### src/rtl/pes_arb_pkg.sv
`default_nettype none
// ============================================================================
//  Module   : pes_arb_pkg
//  Brief    : Shared sizes, FSM state encoding and helpers for the
//             8-requester grant arbiter.
//  Revision : 1.0 - initial release
// ============================================================================
package pes_arb_pkg;

    // Number of requesters and the width of a requester index.
    localparam int NREQ = 8;
    localparam int ID_W = 3;

    // Width of the hold counter. Sized for the largest legal MAX_HOLD (255).
    localparam int HOLD_W = 8;

    // Arbiter FSM states, explicitly 2 bits wide.
    typedef enum logic [1:0] {
        IDLE  = 2'd0,
        GRANT = 2'd1,
        COOL  = 2'd2
    } arb_state_e;

    // Convert a requester index into its one-hot grant vector.
    function automatic logic [NREQ-1:0] id_to_onehot(input logic [ID_W-1:0] id);
        logic [NREQ-1:0] one;
        one = {{(NREQ-1){1'b0}}, 1'b1};
        return one << id;
    endfunction

endpackage : pes_arb_pkg
`default_nettype wire

### src/rtl/pes_prio_pick.sv
`default_nettype none
// ============================================================================
//  Module   : pes_prio_pick
//  Brief    : Combinational rotated priority pick. Searches req downward
//             from a start index with wrap-around (start, start-1, ... 0,
//             NREQ-1, ... start+1). In fixed mode the start is forced to
//             the top index, giving plain highest-index-wins priority.
//  Revision : 1.0 - initial release
// ============================================================================
module pes_prio_pick
    import pes_arb_pkg::*;
(
    input  logic [NREQ-1:0] req,
    input  logic [ID_W-1:0] start_id,
    input  logic            rr_mode,
    output logic [ID_W-1:0] id,
    output logic            found
);

    logic [ID_W-1:0] eff_start;
    logic [ID_W-1:0] cand;

    // Choose where the descending search begins.
    always_comb begin
        eff_start = rr_mode ? start_id : ID_W'(NREQ - 1);
    end

    // Walk the requesters downward from eff_start; first set bit wins.
    // Index arithmetic is modulo NREQ because ID_W bits wrap naturally.
    always_comb begin
        id    = '0;
        found = 1'b0;
        cand  = '0;
        for (int i = 0; i < NREQ; i++) begin
            cand = eff_start - ID_W'(i);
            if (!found && req[cand]) begin
                id    = cand;
                found = 1'b1;
            end
        end
    end

endmodule : pes_prio_pick
`default_nettype wire

### src/rtl/pes_req_arbiter.sv
`default_nettype none
// ============================================================================
//  Module   : pes_req_arbiter
//  Brief    : 8-way request arbiter with fixed-priority or round-robin
//             selection, a bounded hold time (MAX_HOLD cycles) with a
//             timeout pulse on forced release, and a one-cycle cool-down
//             between grants. All outputs come straight from flops.
//  Revision : 1.0 - initial release
// ============================================================================
module pes_req_arbiter
    import pes_arb_pkg::*;
#(
    // Maximum GRANT cycles before forced release. Legal range 1..255.
    parameter int MAX_HOLD = 15
) (
    input  logic            clk,
    input  logic            rst_n,
    input  logic            en,
    input  logic            rr_mode,
    input  logic [NREQ-1:0] req,
    input  logic            done,
    output logic [NREQ-1:0] gnt,
    output logic [ID_W-1:0] gnt_id,
    output logic            gnt_valid,
    output logic            timeout
);

    localparam logic [HOLD_W-1:0] HOLD_LIMIT = HOLD_W'(MAX_HOLD);

    // ------------------------------------------------------------------
    // State and registered outputs
    // ------------------------------------------------------------------
    arb_state_e        state_q,     state_d;
    logic [HOLD_W-1:0] hold_q,      hold_d;
    logic [ID_W-1:0]   last_id_q,   last_id_d;
    logic [NREQ-1:0]   gnt_q,       gnt_d;
    logic [ID_W-1:0]   gnt_id_q,    gnt_id_d;
    logic              gnt_valid_q, gnt_valid_d;
    logic              timeout_q,   timeout_d;

    // ------------------------------------------------------------------
    // Arbitration and grant-release decode
    // ------------------------------------------------------------------
    logic [ID_W-1:0] rr_start;
    logic [ID_W-1:0] pick_id;
    logic            pick_found;
    logic            req_held;
    logic            hold_expired;
    logic            release_req;
    logic            grant_start;
    logic            grant_keep;
    logic            grant_exit;
    logic            grant_abort;

    // Round-robin search begins just below the most recently granted index.
    always_comb begin
        rr_start = last_id_q - ID_W'(1);
    end

    pes_prio_pick u_pick (
        .req      (req),
        .start_id (rr_start),
        .rr_mode  (rr_mode),
        .id       (pick_id),
        .found    (pick_found)
    );

    // Decode the events that drive both the state and the datapath, so the
    // two comb processes below can never disagree about a transition.
    always_comb begin
        req_held     = req[gnt_id_q];
        hold_expired = (hold_q == HOLD_LIMIT);
        release_req  = done || !req_held || hold_expired;
        grant_start  = (state_q == IDLE)  && en && pick_found;
        grant_abort  = (state_q == GRANT) && !en;
        grant_exit   = (state_q == GRANT) && en && release_req;
        grant_keep   = (state_q == GRANT) && en && !release_req;
    end

    // ------------------------------------------------------------------
    // FSM state register plus every other flop of the block
    // ------------------------------------------------------------------
    // Asynchronous reset drops any grant immediately and clears history.
    always_ff @(posedge clk or negedge rst_n) begin
        if (!rst_n) begin
            state_q     <= IDLE;
            hold_q      <= '0;
            last_id_q   <= '0;
            gnt_q       <= '0;
            gnt_id_q    <= '0;
            gnt_valid_q <= 1'b0;
            timeout_q   <= 1'b0;
        end else begin
            state_q     <= state_d;
            hold_q      <= hold_d;
            last_id_q   <= last_id_d;
            gnt_q       <= gnt_d;
            gnt_id_q    <= gnt_id_d;
            gnt_valid_q <= gnt_valid_d;
            timeout_q   <= timeout_d;
        end
    end

    // ------------------------------------------------------------------
    // FSM next-state logic
    // ------------------------------------------------------------------
    // IDLE -> GRANT on a winner; GRANT -> COOL on release, -> IDLE on
    // abort; COOL always returns to IDLE after one cycle.
    always_comb begin
        state_d = state_q;
        case (state_q)
            IDLE: begin
                if (grant_start) begin
                    state_d = GRANT;
                end
            end
            GRANT: begin
                if (grant_abort) begin
                    state_d = IDLE;
                end else if (grant_exit) begin
                    state_d = COOL;
                end
            end
            COOL: begin
                state_d = IDLE;
            end
            default: begin
                state_d = IDLE;
            end
        endcase
    end

    // ------------------------------------------------------------------
    // FSM output / datapath next values
    // ------------------------------------------------------------------
    // Grant outputs default to zero so IDLE and COOL present no grant;
    // they are only loaded on a new win or held while the grant persists.
    always_comb begin
        gnt_d     = '0;
        gnt_id_d  = '0;
        hold_d    = '0;
        timeout_d = 1'b0;
        last_id_d = last_id_q;

        if (grant_start) begin
            // Hold counter starts at 1 for the first GRANT cycle.
            gnt_d    = id_to_onehot(pick_id);
            gnt_id_d = pick_id;
            hold_d   = HOLD_W'(1);
        end else if (grant_keep) begin
            gnt_d    = gnt_q;
            gnt_id_d = gnt_id_q;
            hold_d   = hold_q + HOLD_W'(1);
        end else if (grant_abort) begin
            // Abort records the winner for fairness but never times out.
            last_id_d = gnt_id_q;
        end else if (grant_exit) begin
            // A timeout is reported only when the hold limit alone forced
            // the release: a concurrent done or dropped request wins.
            last_id_d = gnt_id_q;
            timeout_d = hold_expired && !done && req_held;
        end

        gnt_valid_d = |gnt_d;
    end

    // ------------------------------------------------------------------
    // Output drive
    // ------------------------------------------------------------------
    assign gnt       = gnt_q;
    assign gnt_id    = gnt_id_q;
    assign gnt_valid = gnt_valid_q;
    assign timeout   = timeout_q;

endmodule : pes_req_arbiter
`default_nettype wire

### config.mk
export PLATFORM = sky130hd
export DESIGN_NAME = pes_req_arbiter
export DESIGN_NICKNAME = d
export VERILOG_FILES = /design/src/rtl/pes_arb_pkg.sv /design/src/rtl/pes_prio_pick.sv /design/src/rtl/pes_req_arbiter.sv
export SDC_FILE = /design/constraint.sdc
export NUM_CORES = 1
export LEC_CHECK = 0
export BUFFER_PORTS_ARGS = -buffer_cell sky130_fd_sc_hd__clkbuf_2
export CAP_MARGIN = 15
export CORE_MARGIN = 5
export CORE_UTILIZATION = 41
export CTS_BUF_LIST = sky130_fd_sc_hd__clkbuf_8
export DETAILED_ROUTE_END_ITERATION = 6
export PLACE_DENSITY = 0.65
export SLEW_MARGIN = 20
export SYNTH_ARGS = -nofsm -noshare
export SYNTH_HDL_FRONTEND = slang
export SYNTH_SLANG_ARGS = --single-unit
### constraint.sdc
create_clock -name clk -period 9.9 [get_ports clk]
set_input_delay 2.475 -clock clk [delete_from_list [all_inputs] [get_ports clk]]
set_output_delay 2.475 -clock clk [all_outputs]
set_load 0.005 [all_outputs]
# Word level (Yosys, flattened, before mapping)
# Index checks and enable logic that the tools add are counted.
[totals]
regBits = 26
word_cells = 117
in_bits = 13
out_inout_bits = 13
[op_classes]
n_bitwise = 2
n_lt_le_gt_ge = 9
mux = 51
n_eq_ne = 5
add_sub_neg = 9
n_reduce_logical = 33
n_shift = 1
[ops]
columns = ["cell", "n"]
rows = [
  ["3-bit two-way mux", 13],
  ["3-bit by 4-bit < comparator with 1-bit output, second input constant", 9],
  ["8-bit two-way mux", 4],
  ["1-bit binary-select mux with 3-bit select", 9],
  ["1-bit two-way mux", 21],
  ["1-bit logical AND", 15],
  ["3-bit subtractor, second input constant", 4],
  ["1-bit logical NOT", 11],
  ["8-bit by 1-bit adder with 8-bit output, second input constant", 1],
  ["8-bit by 4-bit == test with 1-bit output, second input constant", 1],
  ["8-bit OR reduction", 1],
  ["1-bit by 3-bit << shifter with 8-bit output, first input constant", 1],
  ["2-bit two-way mux", 3],
  ["3-bit by 1-bit subtractor with 3-bit output, second input constant", 2],
  ["3-bit by 2-bit subtractor with 3-bit output, second input constant", 2],
  ["2-bit inequality test, second input constant", 2],
  ["2-bit case mux with 2 select lines", 1],
  ["3-bit inequality test, second input constant", 1],
  ["3-bit AND reduction", 1],
  ["2-bit by 1-bit == test with 1-bit output, second input constant", 1],
  ["2-bit logical NOT", 1],
  ["1-bit logical OR", 2],
  ["1-bit inverter", 2],
  ["2-bit AND reduction", 1],
  ["2-bit nonzero test", 1],
]

# Longest topological paths before layout
# Gate-level depths: netlist of the first run.
[depth]
depth_word = 29
depth_mapped = 16
ltp_nobuf = 12

# By module
# From an unflattened synthesis of the first run, not the netlist that was laid out.
[hier_totals]
hier_cells = 230
area_unflattened_um2 = 2280.9
[modules_own_cells]
columns = ["mod", "cells_each", "instances", "area_per_inst_um2"]
rows = [
  ["pes_req_arbiter", 108, 1, 1252.5],
  ["pes_prio_pick", 122, 1, 1028.5],
]

# Least setup slack after synthesis of the first run
# OpenSTA, ideal clock, no wires.
[synth_path]
path_kind = "input port to flip-flop"
start = "input port rr_mode"
end = "register gnt_q[3] (netlist: gnt[3])"
arrival_ns = 5.239
cell_stages = 13
n_path_buf = 3
path_slack_ns = 4.551
setup_ns = 0.110
cell_sequence = "buf_6 -> buf_2 -> nand2_2 -> inv_2 -> ha_1 -> a21boi_1 -> nor3b_1 -> or2_2 -> clkbuf_1 -> o41ai_1 -> nor4_1 -> o32a_2 -> o41ai_1"
[synth_via]
elab_chain_len = 27
[synth_rtl]
columns = ["element", "line_no", "rtl"]
rows = [
  ["start, declared", "pes_req_arbiter.sv:19", "input logic rr_mode,"],
  ["3-bit two-way mux (*)", "pes_prio_pick.sv:25", "eff_start = rr_mode ? start_id : ID_W'(NREQ - 1);"],
  ["branches (longest 25 deep; another with 3-bit by 1-bit subtractor with 3-bit output)", "--", ""],
  ["8-bit two-way mux (*)", "pes_req_arbiter.sv:145", "if (grant_start) begin"],
  ["net gnt_d[3]", "pes_req_arbiter.sv:36", "logic [NREQ-1:0] gnt_q, gnt_d;"],
  ["end signal, assigned", "pes_req_arbiter.sv:97", "gnt_q <= gnt_d;"],
  ["end, declared", "pes_req_arbiter.sv:36", ""],
]
# Mark *: on every way through the listed nets, which the timed path passes. The select of a mux whose other input is x is not followed.
# A chain may end at the register's enable or synchronous reset.

# Worst setup path in the final report of the first run
[layout_path]
start = "input port rr_mode"
end = "register gnt_q[0] (netlist: gnt[0])"
# The elaborated chain is that of the path after synthesis.

==> results of run 1 <==
-- layout by cell type, fill, tap and decap left out, drive strengths merged, types with 6 or more instances in the layout --
master	synthesis	final
nor2	20	20
and2	7	7
nor4	6	6
dfrtp	26	26
o41ai	9	9
mux2i	18	18
nand2	27	27
nor3	7	7
inv	6	6
and3	6	6
o21ai	8	8
clkbuf	2	28
-- kinds of logic (layout without fill, tap and decap cells) --
| group | count (synthesis) | in the layout |
|---|---|---|
| fa+ha+maj | 4 | 4 |
| xor+xnor | 9 | 9 |
| mux | 26 | 26 |
| simple gates | 94 | 94 |
| compound gates | 66 | 66 |
| buf+inv | 14 | 36 |
| flops | 26 | 26 |
-- cell type report --
type	instances	area share (%)
Multi-Input combinational cell	199	60.2
Sequential cell	26	26.7
Timing Repair Buffer	26	5.44
Tap cell	70	3.59
Clock buffer	3	1.69
Clock inverter	1	1.23
Inverter	6	1.13
-- state kept, by name, summed over array words and instances, names as in the netlist --
register,count
gnt,8
hold_q,8
gnt_id,3
last_id_q,3
state_q,2
gnt_valid,1
timeout,1
-- layer usage --
layer / up-vias / part of all wire [%] / global-route usage [%]
met1: 957 / 47 / 22.9
met2: 77 / 46 / 26.5
li1: 975 / - / -
met5: - / 0 / 0
met4: 0 / 0.95 / 3.86
met3: 6 / 6.7 / 3.56
-- critical path: cells and delay by family --
| kind | cells | cell delay, ps |
|---|---|---|
| fa+ha+maj | 1 | 200 |
| buf+inv | 2 | 490 |
| simple gates | 3 | 860 |
| compound gates | 5 | 1740 |
-- power by group --
group          internal, mW  switching, mW
clock                0.0541         0.0345
sequential            0.130         0.0314
combinational         0.206          0.312
total                 0.390          0.378
-- worst paths after layout --
path / depth (start not counted) / startpoint / to
max: 11 / rr_mode / gnt[0]
min: 2 / gnt[7] / gnt[7]
max reg2reg: 12 / last_id_q[0] / gnt[0]
min reg2reg: 2 / gnt[7] / gnt[7]
max in group asynchronous: 1 / rst_n / gnt_id[1]
min in group asynchronous: 1 / rst_n / hold_q[5]
-- through the flow --
stage | cells | total power, mW
after CTS | 331 | 0.764
final | 331 | 0.768
after detailed placement | 327 | 0.672
after floorplan | 239 | 0.552
after global routing | 331 | 0.826
after global placement | 327 | 0.672
==> results.yml, run 1 <==
status:
  run_status: "finished clean"
synth:
  syn_inst: 239
  ys.flop_type: "dfrtp_1"
  ys_async_sr_fraction_pct: 100
  synth-edff-count: 0
  synth_seq_area_share_pct: 29.5
  yosysTopAreaCell: "dfrtp_1"
  yosysWarnings: 0
  synth_compound_area_share_pct: 23.9
  yosysTopAreaCellShare_pct: 29.5
  synth_commonest_cells: "dfrtp_1, nand2_1, nor2_1"
  synth.distinct_cells: 63
  synthMuxAreaShare_pct: 14.0
  synth-seq-cells: 26
  syn_nets: 256
  synth_area_leaders: "dfrtp_1, mux2i_1, nand2_1"
  synthXorXnorAreaFrac_pct: 3.57
  synthSimpleGateAreaFrac_pct: 22.6
  synth_top_family_by_area: "compound AO/OA/AOI/OAI gates"
  synthAdderAreaFrac_pct: 2.27
  synth_area_sq_um: 2210
  syn_avg_cell_area_sq_um: 9.23
clocking:
  cts_max_path_buffers: 2
  cts-root-buf: "clkbuf_8"
  path_clk_slew_ps: 90
  clock_latency_ps: 270
  cts-hold-fix-buffers: 0
  cts.repair.resized: 0
  post_cts_buffers: 0
  cts_tree: "done"
  clkSinkCount: 26
  cts_htree_levels: 1
  numCtsBuffers: 3
floorplan:
  start_util_pct: 42.6
  io_pins: 26
  num_rows: 26
  core_area_sq_um: 5170
  dieArea_sq_um: 6950
  fp.dieH_um: 83.4
  die_w_um: 83.4
worst_setup_path:
  arrival_ps: 5770
  crit_slowest_cell: "a2111oi_0"
  crit_chain: "clkbuf_2 -> nand2_2 -> inv_2 -> ha_1 -> a21boi_1 -> nor3_1 -> nor3_1 -> o31ai_1 -> a2111oi_0 -> a31oi_1 -> o41ai_1"
  crit_type: "input pin to flip-flop"
  critPathLaunchType: "input pin"
  cpMostUsedCell: "nor3_1"
  critPathMaxFanout: 19
  slowest_delay_ps: 560
  worstSetupEndpointType: "flip-flop"
  worstPathRequired_ps: 10060
  rrSetupSlack_ps: 5620
grt:
  grt_pass1_wl_mm: 9.80
  grt_usage_pct: 16.6
  antenna_found_initial: 0
  grt_max_degree: 27
  overflow: 0
  grt_pass1_vias: 2053
sta:
  skew_ps: 4.52
  slew_violations: 0
  worst_pin_slew_ps: 648
  timing.final.crit_share_pct: 56.7
  setup_viol: 0
  worst_hold_slack_ps: 511
  rsz0062_at_grt: "false"
  period_minus_slack_ps: 5610
  fin_setup_tns_ps: 0
  fin_ws_ps: 4290
  finalHoldViolations: 0
  max_slew_margin_pct: 56.8
  max_freq_ghz: 0.178
route:
  drt_first_pass_iters: 4
  wirelength_mm: 5.76
  wire_per_inst_um: 17.4
  ant_nets: 0
  via_per_inst: 6.09
  vias: 2015
  drtIter0Drc: 181
  drcViolationCount: 0
placed_design:
  io_buffers: 25
  place_hpwl_mm: 4.37
  dpl_worst_slack_ps: 4050
  gp_congestion: 0.886
  place_area_sq_um: 2370
worst_hold_path:
  min_path_type: "flip-flop to flip-flop"
layout:
  multi_input_area_sq_um: 1470
  finalNetCount: 279
  drive_gt1_share_pct: 21.1
  diodes: 0
  finalInstanceArea_sq_um: 2440
  fillers: 507
  seq_area_sq_um: 651
  fin_util_pct: 47.1
  area_growth_pct: 10.6
power:
  p_leak_nw: 1.07
  ir_drop_mv: 0.115
  p_per_area_nw_per_um2: 315
flow_run:
  drv_cap: 0
(Power assumes the default switching activity.)
==> inputs of run 2 (changes only) <==
- PLACE_DENSITY: 0.65 -> 0.67
- clock period: 9.9 -> 4.6 ns (I/O delays scaled with it)
==> run 2 against run 1 <==
Against the previous run: total power is 110% higher; cell count is 1.2% higher; sequential power is 100% higher; via count is 3.0% higher; clock power is 38% higher; clock skew is 3.2 ps lower; critical path type unchanged; highest routed layer unchanged.
==> results.yml, run 2 (synthesized netlist as in run 1, its figures left out) <==
placed_design:
  gp_congestion: 0.995
  place_hpwl_mm: 4.41
  place_area_sq_um: 2400
  io_buffers: 25
power:
  p_per_area_nw_per_um2: 658
  power_frac_comb_pct: 72.2
  p_total_mw: 1.61
  switchingPower_mw: 0.806
  clkPwrFrac_pct: 7.6
  seqPwrFrac_pct: 20.3
  p_leak_nw: 1.08
  ir_drop_mv: 0.343
  intPower_mw: 0.804
  swShare_pct: 50.1
worst_setup_path:
  critPathMaxFanout: 10
  r2r-end: "gnt[4]"
  r2r.worst_path.cells: 12
  startpoint: "rr_mode"
  worstSetupEndpointType: "flip-flop"
  rr_startpoint: "last_id_q[0]"
  rrSetupSlack_ps: 880
  critPathLaunchType: "input pin"
  worstPathRequired_ps: 4750
  arrival_ps: 4150
  crit_type: "input pin to flip-flop"
clocking:
  cts-root-buf: "clkbuf_8"
  cts.repair.resized: 0
  cts_tree: "done"
  path_clk_slew_ps: 80
  clkSinkCount: 26
  clock_latency_ps: 260
  cts_htree_levels: 1
  numCtsBuffers: 3
  cts_max_path_buffers: 2
  post_cts_buffers: 0
  cts-hold-fix-buffers: 0
floorplan:
  io_pins: 26
  core_area_sq_um: 5170
  num_rows: 26
  die_w_um: 83.4
  dieArea_sq_um: 6950
  start_util_pct: 42.6
  fp.dieH_um: 83.4
route:
  wire_per_inst_um: 17.4
  drtIter0Drc: 183
  wirelength_mm: 5.84
  ant_nets: 0
  via_per_inst: 6.19
  drt_first_pass_iters: 4
  vias: 2075
  drcViolationCount: 0
worst_hold_path:
  hp-start: "hold_q[0]"
  hold_path_end: "hold_q[0]"
  min_path_type: "flip-flop to flip-flop"
  holdPathStages: 1
layout:
  diodes: 0
  fin_util_pct: 47.3
  area_growth_pct: 10.9
  drive_gt1_share_pct: 22.3
  finalInstanceArea_sq_um: 2450
  finalNetCount: 284
  layout_common_cells: "nand2_1, dfrtp_1, clkbuf_2"
sta:
  timing.final.crit_share_pct: 87.0
  worst_pin_slew_ps: 639
  slew_violations: 0
  setup_viol: 0
  max_freq_ghz: 0.250
  finalHoldViolations: 0
  rsz0062_at_grt: "false"
  max_slew_margin_pct: 57.4
  period_minus_slack_ps: 4000
  skew_ps: 1.31
  fin_setup_tns_ps: 0
  worst_hold_slack_ps: 501
grt:
  grt_pass1_vias: 2060
  grt_usage_pct: 16.7
  overflow: 0
  antenna_found_initial: 0
  grt_max_degree: 27
  grt_pass1_wl_mm: 9.76
status:
  run_status: "finished clean"
flow_run:
  drv_cap: 0
run 2: changes by cell type in the layout (fill, tap and decap cells not counted), sizes merged:
cell,before,now
buf,1,6
bufinv,1,0
run 2: area by class of cell:
type	count	area, sq um
fill	498	2730
timing repair buffer	31	170
multi-input combinational	199	1470
inverter	6	27.5
clock buffer	3	41.3
tap	70	87.6
sequential	26	651
run 2: worst max-delay path, stage by stage:
cell	delay [ps]
clkbuf_2	170
and2_4	270
ha_1	210
a21boi_1	470
nor3_1	160
nor3_1	440
o31ai_1	140
a2111oi_0	580
a31oi_1	190
o41ai_1	370
run 2: per-stage QoR:
step                      instances  setup WS, ps
after floorplan                 239           576
after global placement          332           437
after detailed placement        332           333
after CTS                       335           637
after global routing            335           286
final                           335           597
run 2: worst max path at each step:
stage | end | slack [ps] | cells after the start
finish | gnt[4] | 600 | 10
global route | gnt[0] | 290 | 11
CTS | gnt[4] | 640 | 10
detailed placement | gnt[6] | 330 | 10
global placement | gnt[6] | 440 | 10
floorplan | gnt[3] | 580 | 13
run 2: power groups by stage:
stage                     registers (mW)  clock network, mW  logic (mW)
after floorplan                    0.321                  0       0.867
after global placement             0.329                  0        1.14
after detailed placement           0.330                  0        1.14
after CTS                          0.327              0.128        1.15
after global routing               0.336              0.137        1.26
final                              0.326              0.122        1.16
run 2: metal layers:
metal	global-route usage (%)	vias up	routed length (um)
li1	-	987	-
met1	23.0	995	2700
met2	26.1	87	2700
met3	3.17	6	386
met4	5.65	0	53
met5	0	-	0
==> inputs of run 3 (changes only) <==
- CELL_PAD_IN_SITES_DETAIL_PLACEMENT: default -> 0
- CELL_PAD_IN_SITES_GLOBAL_PLACEMENT: default -> 1
- PLACE_DENSITY: 0.67 -> 0.82
==> run 3 against run 2 <==
Against the previous run: fmax down 3.7%; clock power barely moved; worst hold slack gained 4.3 ps; combinational power hardly changed; sequential power is essentially flat.
==> results.yml, run 3 (synthesized netlist as in run 1, its figures left out) <==
status:
  run_status: "finished clean"
grt:
  overflow: 0
  grt_usage_pct: 16.2
  grt_pass1_wl_mm: 9.53
  grt_pass1_vias: 1901
  grt_max_degree: 27
  antenna_found_initial: 0
worst_setup_path:
  rr_startpoint: "last_id_q[1]"
  cp.depth: 10
  slowest_delay_ps: 670
  arrival_ps: 4290
  critPathLaunchType: "input pin"
  cpMostUsedCell: "nor3_1"
  worstSetupEndpointType: "flip-flop"
  startpoint: "rr_mode"
  crit_chain: "clkbuf_2 -> and2_4 -> ha_1 -> a21boi_1 -> nor3_1 -> nor3_1 -> o31ai_1 -> a2111oi_0 -> a31oi_1 -> o41ai_1"
  worstPathRequired_ps: 4740
  crit_end: "gnt[4]"
  critPathMaxFanout: 10
  path_delay_family: "compound AO/OA/AOI/OAI gates"
  r2r-end: "gnt[4]"
  crit_buf_inv: 1
  crit_slowest_cell: "a2111oi_0"
  r2r.worst_path.cells: 12
  crit_type: "input pin to flip-flop"
  rrSetupSlack_ps: 620
clocking:
  path_clk_slew_ps: 80
  post_cts_buffers: 0
  clkSinkCount: 26
  cts.repair.resized: 0
  cts-hold-fix-buffers: 0
  cts_max_path_buffers: 2
  cts_tree: "done"
  cts_htree_levels: 1
  numCtsBuffers: 3
  clock_latency_ps: 270
  cts-root-buf: "clkbuf_8"
route:
  drcViolationCount: 0
  wire_per_inst_um: 16.9
  ant_nets: 0
  via_per_inst: 6.05
  vias: 2027
  drtIter0Drc: 197
  wirelength_mm: 5.65
  drt_first_pass_iters: 5
placed_design:
  gp_congestion: 0.902
  place_hpwl_mm: 4.35
  placed_cells: 332
  io_buffers: 25
  place_area_sq_um: 2400
floorplan:
  num_rows: 26
  dieArea_sq_um: 6950
  die_w_um: 83.4
  fp.dieH_um: 83.4
  start_util_pct: 42.6
  io_pins: 26
  core_area_sq_um: 5170
layout:
  stdcell_count: 335
  finalNetCount: 284
  area_growth_pct: 10.9
  finalInstanceArea_sq_um: 2450
  drive_gt1_share_pct: 22.3
  layout_common_cells: "nand2_1, dfrtp_1, clkbuf_2"
  fillers: 475
  diodes: 0
power:
  p_per_area_nw_per_um2: 656
  p_leak_nw: 1.08
  ir_drop_mv: 0.290
worst_hold_path:
  holdPathStages: 1
  min_path_type: "flip-flop to flip-flop"
sta:
  fin_setup_tns_ps: 0
  skew_ps: 2.09
  worst_pin_slew_ps: 692
  rsz0062_at_grt: "false"
  max_slew_margin_pct: 52.7
  timing.final.crit_share_pct: 90.3
  slew_violations: 0
  finalHoldViolations: 0
  max_freq_ghz: 0.241
  period_minus_slack_ps: 4160
  setup_viol: 0
flow_run:
  drv_cap: 0
-- run 3: cell counts in the layout (fill, tap and decap cells not counted) --
Identical to the previous run, type by type.
-- run 3: per-layer routing --
layer | GRT usage (%) | share of wire [%]
met5 | 0 | 0
met1 | 23.8 | 47
met3 | 1.09 | 4.6
met4 | 5.35 | 1.9
met2 | 25.2 | 46
-- run 3: worst min-delay path by stage --
| stage | slack (ps) | end | start |
|---|---|---|---|
| 2_1_floorplan | 460 | hold_q[0] | hold_q[0] |
| 3_3_place_gp | 480 | hold_q[0] | hold_q[0] |
| 3_5_place_dp | 490 | hold_q[0] | hold_q[0] |
| 4_1_cts | 510 | hold_q[0] | hold_q[0] |
| 5_1_grt | 540 | hold_q[0] | hold_q[0] |
| 6_report | 510 | hold_q[0] | hold_q[0] |
-- run 3: stage by stage --
| step | power [mW] | setup slack, ps | utilization, % | hold WS [ps] |
|---|---|---|---|---|
| 4_1_cts | 1.58 | 576 | 47.3 | 506 |
| 2_1_floorplan | 1.19 | 576 | - | 461 |
| 3_5_place_dp | 1.46 | 333 | 46.5 | 486 |
| 3_3_place_gp | 1.46 | 381 | 46.5 | 485 |
| 6_report | 1.60 | 444 | 47.3 | 506 |
| 5_1_grt | 1.73 | 166 | 47.3 | 541 |
-- run 3: where the power goes --
group          internal [mW]  leakage [nW]  switching, mW
logic                  0.457         0.702          0.703
clock network         0.0586        0.0216         0.0629
registers              0.279         0.352         0.0435
total                  0.795          1.08          0.809
-- run 3: area by class of cell --
class	count	area (sq um)	area share [%]
well taps	70	87.6	3.58
repair buffers	31	170	6.96
flip-flops and latches	26	651	26.6
clock buffers	3	41.3	1.69
multi-input cells	199	1470	60.1
inverters	6	27.5	1.13
